<file path="src/rtl/led_pwm_ctrl.sv">
// RGB LED PWM driver with double-buffered duty applied at period boundaries.
// Optional LED_BREATHE_EN adds a breathe_en input that scales duty by a triangle ramp.
module led_pwm_ctrl #(
  parameter int NUM_CH     = 3,
  parameter int PWM_BITS   = 8,
  parameter int PRESC_BITS = 16
) (
  input  logic                       axi_aclk,
  input  logic                       axi_aresetn,
  input  logic                       enable,
  input  logic [PRESC_BITS-1:0]      prescale,
  input  logic                       invert,
  input  logic [NUM_CH*PWM_BITS-1:0] duty,
  input  logic                       duty_wr,
`ifdef LED_BREATHE_EN
  input  logic                       breathe_en,
`endif
  output logic [NUM_CH-1:0]          pwm_out,
  output logic                       period_start,
  output logic                       pending
);

  localparam logic [PRESC_BITS-1:0] PRESC_ONE = 1;
  localparam logic [PWM_BITS-1:0]   PWM_ONE   = 1;
  localparam logic [PWM_BITS-1:0]   PWM_MAX   = '1;

  logic [PRESC_BITS-1:0]      presc_cnt_q, presc_cnt_d;
  logic [PWM_BITS-1:0]        pwm_cnt_q, pwm_cnt_d;
  logic [NUM_CH*PWM_BITS-1:0] shadow_q, shadow_d;
  logic [NUM_CH*PWM_BITS-1:0] active_q, active_d;
  logic                       pending_q, pending_d;
  logic [NUM_CH-1:0]          pwm_out_q, pwm_out_d;
  logic                       period_start_q, period_start_d;
  logic                       tick, wrap, load;
  logic [NUM_CH-1:0][PWM_BITS-1:0] eff_duty;

`ifdef LED_BREATHE_EN
  logic [PWM_BITS-1:0]               ramp_q, ramp_d;
  logic                              ramp_up_q, ramp_up_d;
  logic [NUM_CH-1:0][2*PWM_BITS-1:0] prod;
`endif

  always_comb begin
    eff_duty = '0;
`ifdef LED_BREATHE_EN
    prod = '0;
`endif
    for (int i = 0; i < NUM_CH; i++) begin
`ifdef LED_BREATHE_EN
      prod[i] = {{PWM_BITS{1'b0}}, active_q[i*PWM_BITS +: PWM_BITS]} * {{PWM_BITS{1'b0}}, ramp_q};
      eff_duty[i] = breathe_en ? prod[i][2*PWM_BITS-1:PWM_BITS] : active_q[i*PWM_BITS +: PWM_BITS];
`else
      eff_duty[i] = active_q[i*PWM_BITS +: PWM_BITS];
`endif
    end
  end

  always_comb begin
    // Live prescale compare: if it drops below the count, the counter rolls over naturally.
    tick = enable && (presc_cnt_q == prescale);
    wrap = tick && (pwm_cnt_q == PWM_MAX);

    presc_cnt_d = (!enable || tick) ? '0 : presc_cnt_q + PRESC_ONE;
    if (!enable)   pwm_cnt_d = '0;
    else if (tick) pwm_cnt_d = pwm_cnt_q + PWM_ONE;
    else           pwm_cnt_d = pwm_cnt_q;

    period_start_d = wrap;

    // While disabled there is no period to protect, so pending duty applies at once.
    load      = pending_q && (wrap || !enable);
    active_d  = load ? shadow_q : active_q;
    shadow_d  = duty_wr ? duty : shadow_q;
    pending_d = duty_wr ? 1'b1 : (load ? 1'b0 : pending_q);

    pwm_out_d = '0;
    for (int i = 0; i < NUM_CH; i++) begin
      pwm_out_d[i] = enable ? ((pwm_cnt_q < eff_duty[i]) ^ invert) : invert;
    end

`ifdef LED_BREATHE_EN
    ramp_d    = ramp_q;
    ramp_up_d = ramp_up_q;
    if (wrap && breathe_en) begin
      if (ramp_up_q) begin
        ramp_d = ramp_q + PWM_ONE;
        if (ramp_q == PWM_MAX - PWM_ONE) ramp_up_d = 1'b0;
      end else begin
        ramp_d = ramp_q - PWM_ONE;
        if (ramp_q == PWM_ONE) ramp_up_d = 1'b1;
      end
    end
`endif
  end

  always_ff @(posedge axi_aclk or negedge axi_aresetn) begin
    if (!axi_aresetn) begin
      presc_cnt_q    <= '0;
      pwm_cnt_q      <= '0;
      shadow_q       <= '0;
      active_q       <= '0;
      pending_q      <= 1'b0;
      pwm_out_q      <= '0;
      period_start_q <= 1'b0;
`ifdef LED_BREATHE_EN
      ramp_q         <= '0;
      ramp_up_q      <= 1'b1;
`endif
    end else begin
      presc_cnt_q    <= presc_cnt_d;
      pwm_cnt_q      <= pwm_cnt_d;
      shadow_q       <= shadow_d;
      active_q       <= active_d;
      pending_q      <= pending_d;
      pwm_out_q      <= pwm_out_d;
      period_start_q <= period_start_d;
`ifdef LED_BREATHE_EN
      ramp_q         <= ramp_d;
      ramp_up_q      <= ramp_up_d;
`endif
    end
  end

  assign pwm_out      = pwm_out_q;
  assign period_start = period_start_q;
  assign pending      = pending_q;

endmodule
</file>
<file path="config.mk">
export PLATFORM = sky130hd
export DESIGN_NAME = led_pwm_ctrl
export DESIGN_NICKNAME = d
export VERILOG_FILES = /design/src/rtl/led_pwm_ctrl.sv
export SDC_FILE = /design/constraint.sdc
export NUM_CORES = 1
export LEC_CHECK = 0
export ABC_AREA = 1
export BUFFER_PORTS_ARGS = -buffer_cell sky130_fd_sc_hd__buf_2
export CAP_MARGIN = 20
export CELL_PAD_IN_SITES_DETAIL_PLACEMENT = 1
export CELL_PAD_IN_SITES_GLOBAL_PLACEMENT = 1
export CORE_MARGIN = 10
export CORE_UTILIZATION = 37
export DETAILED_ROUTE_END_ITERATION = 10
export GPL_ROUTABILITY_DRIVEN = 0
export PLACE_DENSITY_LB_ADDON = 0.1
export REMOVE_ABC_BUFFERS = 1
export SKIP_LAST_GASP = 1
export SYNTH_ARGS = -nofsm -noshare
export SYNTH_HDL_FRONTEND = slang
export SYNTH_SLANG_ARGS = --single-unit
</file>
<file path="constraint.sdc">
create_clock -name axi_aclk -period 2.2 [get_ports axi_aclk]
set_input_delay 0.22 -clock axi_aclk [delete_from_list [all_inputs] [get_ports axi_aclk]]
set_output_delay 0.22 -clock axi_aclk [all_outputs]
set_load 0.1 [all_outputs]
</file>
Yosys cells after proc, flatten, opt, wreduce, memory -nomap -nowiden
Cells that the tools add are included.
{ "op_classes": {"reduce_logical": 7, "eq_ne": 3, "n_bitwise": 3, "n_lt_le_gt_ge": 3, "mux": 8, "n_addsub": 2} }
{ "op_table": {"columns": ["cell", "n"], "rows": [
  ["8-bit less-than comparator", 3],
  ["16-bit by 1-bit adder with 16-bit output (second input constant)", 1],
  ["16-bit == test", 1],
  ["16-bit 2-to-1 mux", 1],
  ["8-bit 2-to-1 mux", 2],
  ["8-bit by 1-bit adder with 8-bit output (second input constant)", 1],
  ["8-bit == test (second input constant)", 1],
  ["1-bit 2-to-1 mux", 5],
  ["1-bit logical AND", 3],
  ["1-bit XOR", 3],
  ["1-bit logical OR", 2],
  ["2-bit by 1-bit != test with 1-bit output (second input constant)", 1],
  ["2-bit nonzero test", 1],
  ["1-bit zero test", 1]
]} }
{ "word_totals": {"wordCells": 33, "out_inout_bits": 5, "reg_bits": 77, "in_bits": 45} }

Logic depth before layout (Yosys ltp)
Gate-level depths: netlist of the first run.
{ "logic_depth": {"depth_word": 7, "mapped_depth": 12, "ltp_nobuf": 11} }

Worst setup path before layout of the first run
OpenSTA, ideal clock, no wires.
{ "synth_timing": {"path_type": "register -> register", "startpoint": "register pending_q (netlist: pending)", "endpoint": "register active_q[10]", "path_stages_with_launch": 5, "path_buffers": 2, "period_less_slack_ns": 1.780, "t_required_ns": 2.134, "setup_ns": 0.066, "arrival_ns": 1.714, "path_slack_ns": 0.420, "cell_sequence": "dfrtp_1 clkbuf_1 clkbuf_1 nand3_1 nand2_1"} }
{ "synth_via": {"elab_chain_len": 1} }
{ "synth_rtl": {"columns": ["element", "line_no", "text"], "rows": [
  ["from (decl)", "31", "logic pending_q, pending_d;"],
  ["from (signal assigned)", "114", "pending_q <= pending_d;"],
  ["1-bit logical AND", "71", "load = pending_q && (wrap || !enable);"],
  ["to (signal assigned)", "113", "active_q <= active_d;"],
  ["to (decl)", "30", "logic [NUM_CH*PWM_BITS-1:0] active_q, active_d;"]
]} }
Every way passes these cells.
A chain may end at the register's enable or synchronous reset.

Worst setup path after layout of the first run
{ "layout_timing": {"startpoint": "register pwm_cnt_q[1]", "endpoint": "register active_q[3]"} }
{ "layout_via": {"elab_chain_len": 4} }
{ "layout_rtl": {"columns": ["element", "line_no", "text"], "rows": [
  ["from (decl)", "28", "logic [PWM_BITS-1:0] pwm_cnt_q, pwm_cnt_d;"],
  ["from (signal assigned)", "111", "pwm_cnt_q <= pwm_cnt_d;"],
  ["8-bit == test", "61", "wrap = tick && (pwm_cnt_q == PWM_MAX);"],
  ["1-bit logical AND", "61", null],
  ["1-bit logical OR", "71", null],
  ["1-bit logical AND", "71", null]
]} }
Every way passes these cells.

==> reports/metrics.yaml, run 1 <==
power_and_ir_drop:
  peakVddDrop_v: 0.000419
  p_comb_frac: 0.146
  switching_power_uw: 918
  powerDensity_nw_per_um2: 705
  p_leak_uw: 0.00263
  internal_power_uw: 2450
  clkPwrFrac: 0.380
  p_sw_frac: 0.273
  p_seq_frac: 0.475
setup_path:
  crit_family: "simple AND/OR/NAND/NOR gates"
  crit_path_frequent_cell: "nand2_1"
  cp-end-kind: "flip-flop"
  worstPathCellList: "ha_1, nand2_1, nor2_1, nand4_1, o21bai_4, nand2_4, nand2_1, nand2_1"
  crit_fanout: 24
  startpoint_type: "flip-flop"
  max_stage_delay_ps: 470
  critPathKind: "flip-flop to flip-flop"
  required_ps: 2440
  worstPathArrival_ps: 2090
  cp_slowest_cell: "dfrtp_1"
  path_buf_inv: 0
detailed_routing:
  drt-vias-per-instance: 4.71
  drcViolationCount: 0
  wl_per_cell_microns: 13.0
  drt_iter0_drc: 106
  drt_pre_antenna_iters: 4
  vias: 3473
  routed_wl_microns: 9570
  ant_nets: 0
floorplanning:
  design.core.area_sq_um: 10900
  ioPinCount: 50
  start_util: 0.379
  rows: 38
  die_h_microns: 126
  die_w_microns: 126
  dieArea_sq_um: 15800
global_route:
  grt_pass1_vias: 3804
  grt_usage: 0.128
  grt.overflow.total: 0
  grt_max_degree: 43
  antenna_found_initial: 0
  grt_pass1_wl_microns: 17200
timing:
  tightest_slew_ps: 555
  timing.final.max_slew_violations: 0
  slew_headroom: 0.630
  period_share: 0.840
  period_needed_ps: 1850
  setup_violations: 0
  rsz0062_at_grt: "false"
  finalSetupTns_ps: 0
  skew_ps: 12.9
  max_freq_mhz: 541
  timing_hold_violations_final: 0
synthesis:
  syn_area_sq_um: 4130
  synthArstFlopShare: 1.00
  synthCells: 540
  seq_area_frac_synth: 0.467
  ys_types: 26
  synth-main-ff-cell: "dfrtp_1"
  synth_seq_cells: 77
  synth_warnings: 0
  syn-mean-instance-area_sq_um: 7.64
  synth_edf_count: 0
cells_and_area:
  area_growth_pct: 15.7
  layout.nets: 662
  drive_above_1_share: 0.154
  layout_commonest_cell: "nand2_1"
  finalNonFillerCells: 738
  final_cell_mix: "nand2_1, dfrtp_1, inv_1"
  diodes: 0
placement:
  portBuffers: 49
  dp_cells: 722
  hpwl_microns: 7440
status:
  status: "complete, no violations"
clock_network:
  clk_latency_ps: 350
  cts.sinks: 77
  cts_tree: "yes"
  htree_levels: 3
  cts_hold_buf: 1
  cts_made_buffers: 9
  clk_path_buf_depth: 2
  cts_resized: 0
  cts-root-buf: "clkbuf_8"
  clk_pin_slew_ps: 90
  post_cts_buffers: 0
hold_path:
  hold_class: "input port to flip-flop"
flow_run:
  cap_violations: 0
==> cell type report <==
cell class / count / area, sq um
Clock inverter: 6 / 111
Sequential cell: 77 / 1930
Clock buffer: 9 / 124
Inverter: 72 / 270
Timing Repair Buffer: 57 / 323
Multi-Input combinational cell: 377 / 1840
Tap cell: 140 / 175
Fill cell: 1385 / 6110
==> worst paths after layout <==
check,slack (ps),startpoint,to,cells past startpoint
setup / recovery,350,pwm_cnt_q[1],active_q[3],8
hold / removal,60,duty[10],shadow_q[10],3
setup reg to reg,350,pwm_cnt_q[1],active_q[3],8
hold reg to reg,470,active_q[7],active_q[7],2
max in group asynchronous,1240,axi_aresetn,presc_cnt_q[2],3
min in group asynchronous,390,axi_aresetn,shadow_q[10],2
==> tightest hold or removal path, delay by kind of cell <==
kind / cells / cell delay (ps)
simple gates: 2 / 90
buf+inv: 1 / 70
==> logic make-up after synthesis <==
kind of cell | synth area share
AO/OA/AOI/OAI | 0.0409
flip-flops | 0.467
buffers and inverters | 0.0858
XOR/XNOR | 0.0191
AND/OR/NAND/NOR | 0.317
adder cells (fa/ha/maj) | 0.0698
==> layer usage <==
metal / global-route usage / share of wire
met4: 0.0339 / 0.012
met1: 0.153 / 0.46
met3: 0.0279 / 0.032
met2: 0.225 / 0.49
met5: 0 / 0
==> sequential cells by signal, summed over array words and instances, names as in the netlist <==
signal        count
shadow_q         24
pwm_cnt_q         8
period_start      1
active_q         24
pwm_out           3
pending           1
presc_cnt_q      16
==> metrics by stage <==
| stage | power, uW | hold WS, ps | setup WS, ps | instance area, sq um | utilization |
|---|---|---|---|---|---|
| floorplan | 1930 | -75.6 | 290 | 4040 | - |
| global placement | 2100 | 246 | 404 | 4530 | 0.416 |
| detailed placement | 2130 | 252 | 366 | 4530 | 0.416 |
| CTS | 3420 | 52.8 | 332 | 4770 | 0.439 |
| global route | 3590 | 54.2 | 123 | 4770 | 0.439 |
| finish | 3360 | 62.2 | 351 | 4770 | 0.439 |
==> Yosys cell counts, types with 3 or more instances <==
library cell  instances  area share
a21oi_1               9       0.011
a221oi_1              3      0.0064
buf_6                 4       0.011
clkbuf_1              9      0.0082
dfrtp_1              77        0.47
ha_1                 23       0.070
inv_1                59       0.054
inv_2                13       0.012
nand2_1             210        0.19
nand3_1              40       0.049
nor2_1               42       0.038
nor2_2                3      0.0046
nor3_1               11       0.013
nor3b_1               4      0.0073
o21ai_0              13       0.016
xor2_1                8       0.017
==> power groups by stage <==
| stage | logic (uW) | registers (uW) | clock network, uW |
|---|---|---|---|
| finish | 490 | 1600 | 1280 |
| global route | 575 | 1610 | 1400 |
| CTS | 508 | 1600 | 1310 |
| detailed placement | 502 | 1630 | 0 |
| global placement | 480 | 1620 | 0 |
| floorplan | 248 | 1680 | 0 |
(Power assumes the default switching activity.)
==> run 2, diff against run 1 <==
clock period = 1.7 ns   (was 2.2 ns; I/O delays follow)
==> run 2 against run 1 <==
  * The flow now finishes with violations (setup timing)
  * Sequential cell count is the same
  * Sequential share of layout area shrank 3.8 points
  * Global-route usage grew 0.32 points
  * Critical endpoint is now active_q[16]
==> reports/metrics.yaml, run 2 (same netlist as run 1, synthesis figures left out) <==
floorplanning:
  dieArea_sq_um: 15800  # unchanged
  rows: 38  # unchanged
  die_h_microns: 126  # unchanged
  ioPinCount: 50  # unchanged
  start_util: 0.379  # unchanged
  die_w_microns: 126  # unchanged
  design.core.area_sq_um: 10900  # unchanged
cells_and_area:
  post-route-util: 0.486  # +0.0477
  design_area_sq_um: 5290  # +11%
  fillerInstances: 1351  # -2.5%
  top_regs: "active_q x24, shadow_q x24, presc_cnt_q x16"
  layout_commonest_cell: "nand2_1"
  layout.area.seq_sq_um: 1940  # +0.45%
  multi_input_area_sq_um: 2030  # +10%
  finalNonFillerCells: 764  # +3.5%
  area_growth_pct: 28.3
  layout.nets: 688  # +3.9%
  drive_above_1_share: 0.258  # +0.104
  diodes: 0  # unchanged
  final_cell_mix: "nand2_1, dfrtp_1, inv_1"
global_route:
  grt.overflow.total: 0  # unchanged
  grt_pass1_wl_microns: 17500  # +1.6%
  grt_pass1_vias: 3633  # -4.5%
  grt_max_degree: 34  # -21%
  grt_usage: 0.131  # +0.00316
  antenna_found_initial: 0  # unchanged
clock_network:
  clk_path_buf_depth: 2  # unchanged
  clk_latency_ps: 350  # about the same
  cts_made_buffers: 9  # unchanged
  cts_tree: "yes"
  cts.sinks: 77  # unchanged
  htree_levels: 3  # unchanged
  clk_pin_slew_ps: 80  # about the same
  cts-root-buf: "clkbuf_8"
placement:
  hpwl_microns: 7350  # -1.2%
  portBuffers: 49  # unchanged
  dp_cells: 734  # +1.7%
  dpl_cell_area_sq_um: 4660  # +2.9%
timing:
  max_freq_mhz: 582  # +7.5%
  period_share: 1.01  # +0.171
  slew_headroom: 0.677  # +0.0472
  rsz0062_at_grt: "true"
  timing_hold_violations_final: 0  # unchanged
  period_needed_ps: 1720  # -130 ps
  setup_violations: 17  # +17
  timing.final.max_slew_violations: 0  # unchanged
  skew_ps: 5.56  # -7.31 ps
  layout_setup_ws_ps: -19.5  # -370 ps
  tightest_slew_ps: 488  # -67.4 ps
power_and_ir_drop:
  p_leak_uw: 0.00283  # +7.9%
  finalPower_uw: 4650  # +38%
  peakVddDrop_v: 0.000377  # -9.9%
  powerDensity_nw_per_um2: 879  # +25%
flow_run:
  cap_violations: 0  # unchanged
detailed_routing:
  drt_iter0_drc: 100  # -5.7%
  drcViolationCount: 0  # unchanged
  drt_pre_antenna_iters: 4  # unchanged
  ant_nets: 0  # unchanged
  vias: 3601  # +3.7%
  routed_wl_microns: 10400  # +9.2%
  drt-vias-per-instance: 4.71  # +0.16%
  wl_per_cell_microns: 13.7  # +5.5%
setup_path:
  worstPathArrival_ps: 1970  # -120 ps
  startpoint_type: "flip-flop"
  crit_fanout: 12  # -50%
  cp-end-kind: "flip-flop"
  critPathKind: "flip-flop to flip-flop"
  required_ps: 1950  # -490 ps
hold_path:
  hold_class: "input port to flip-flop"
status:
  status: "finished with violations"
  violations: "setup timing"
## run 2: changes by cell type in the layout (fill, tap and decap cells not counted), sizes merged
cell	previous run	this run
clkbuf	9	13
bufinv	3	4
clkinvlp	1	0
clkinv	1	0
inv	73	72
buf	56	79
nand2	213	214
## run 2: stage by stage
step | setup TNS (ps) | setup slack (ps) | hold WS [ps]
after detailed placement | -74.3 | -58.0 | 107
final | -176 | -19.5 | 14.9
after CTS | -95.2 | -11.3 | 1.67
after floorplan | -5040 | -210 | -126
after global routing | -3540 | -141 | 8.53
after global placement | 0 | 22.8 | 106
## run 2: worst max-delay path, cell delays in order, from the launching register on
cell      delay, ps
dfrtp_1         400
ha_2            220
nand2_2          60
nor2_2          120
nand4_1         190
o21bai_4        210
buf_12          170
nand2_8         110
nand2_1          90
nand2_1          50
## run 2: path summary, 6_finish.rpt
check / from / to / slack (ps) / cells past startpoint
setup / recovery: pwm_cnt_q[0] / active_q[16] / -20 / 9
hold / removal: duty[3] / shadow_q[3] / 10 / 3
setup reg to reg: pwm_cnt_q[0] / active_q[16] / -20 / 9
hold reg to reg: shadow_q[13] / shadow_q[13] / 470 / 2
max in group asynchronous: axi_aresetn / pending / 840 / 3
min in group asynchronous: axi_aresetn / shadow_q[10] / 260 / 2
## run 2: repair_timing
action / in CTS / in global routing
cloned: 1 / 2
setup buffers: 3 / 8
pin swaps: 1 / 15
hold endpoints to repair: 25 / 0
hold buffers: 1 / 0
setup endpoints to repair: 30 / 52
resized for setup: 8 / 55
## run 2: power breakdown
| part | internal [uW] | switching, uW |
|---|---|---|
| Clock | 1160 | 679 |
| Combinational | 277 | 458 |
| Sequential | 1980 | 98.2 |
## run 2: cell type report
| type | instances | area share |
|---|---|---|
| Multi-Input combinational cell | 378 | 0.383 |
| Sequential cell | 77 | 0.366 |
| Timing Repair Buffer | 82 | 0.118 |
| Inverter | 72 | 0.0511 |
| Tap cell | 140 | 0.0331 |
| Clock buffer | 11 | 0.0267 |
| Clock inverter | 4 | 0.0227 |
## run 2: metal layers
metal,track usage,vias up,share of wire
met4,0.0346,0,0.015
li1,-,1836,-
met3,0.0317,12,0.033
met1,0.164,1700,0.46
met5,0,-,0
met2,0.219,53,0.49
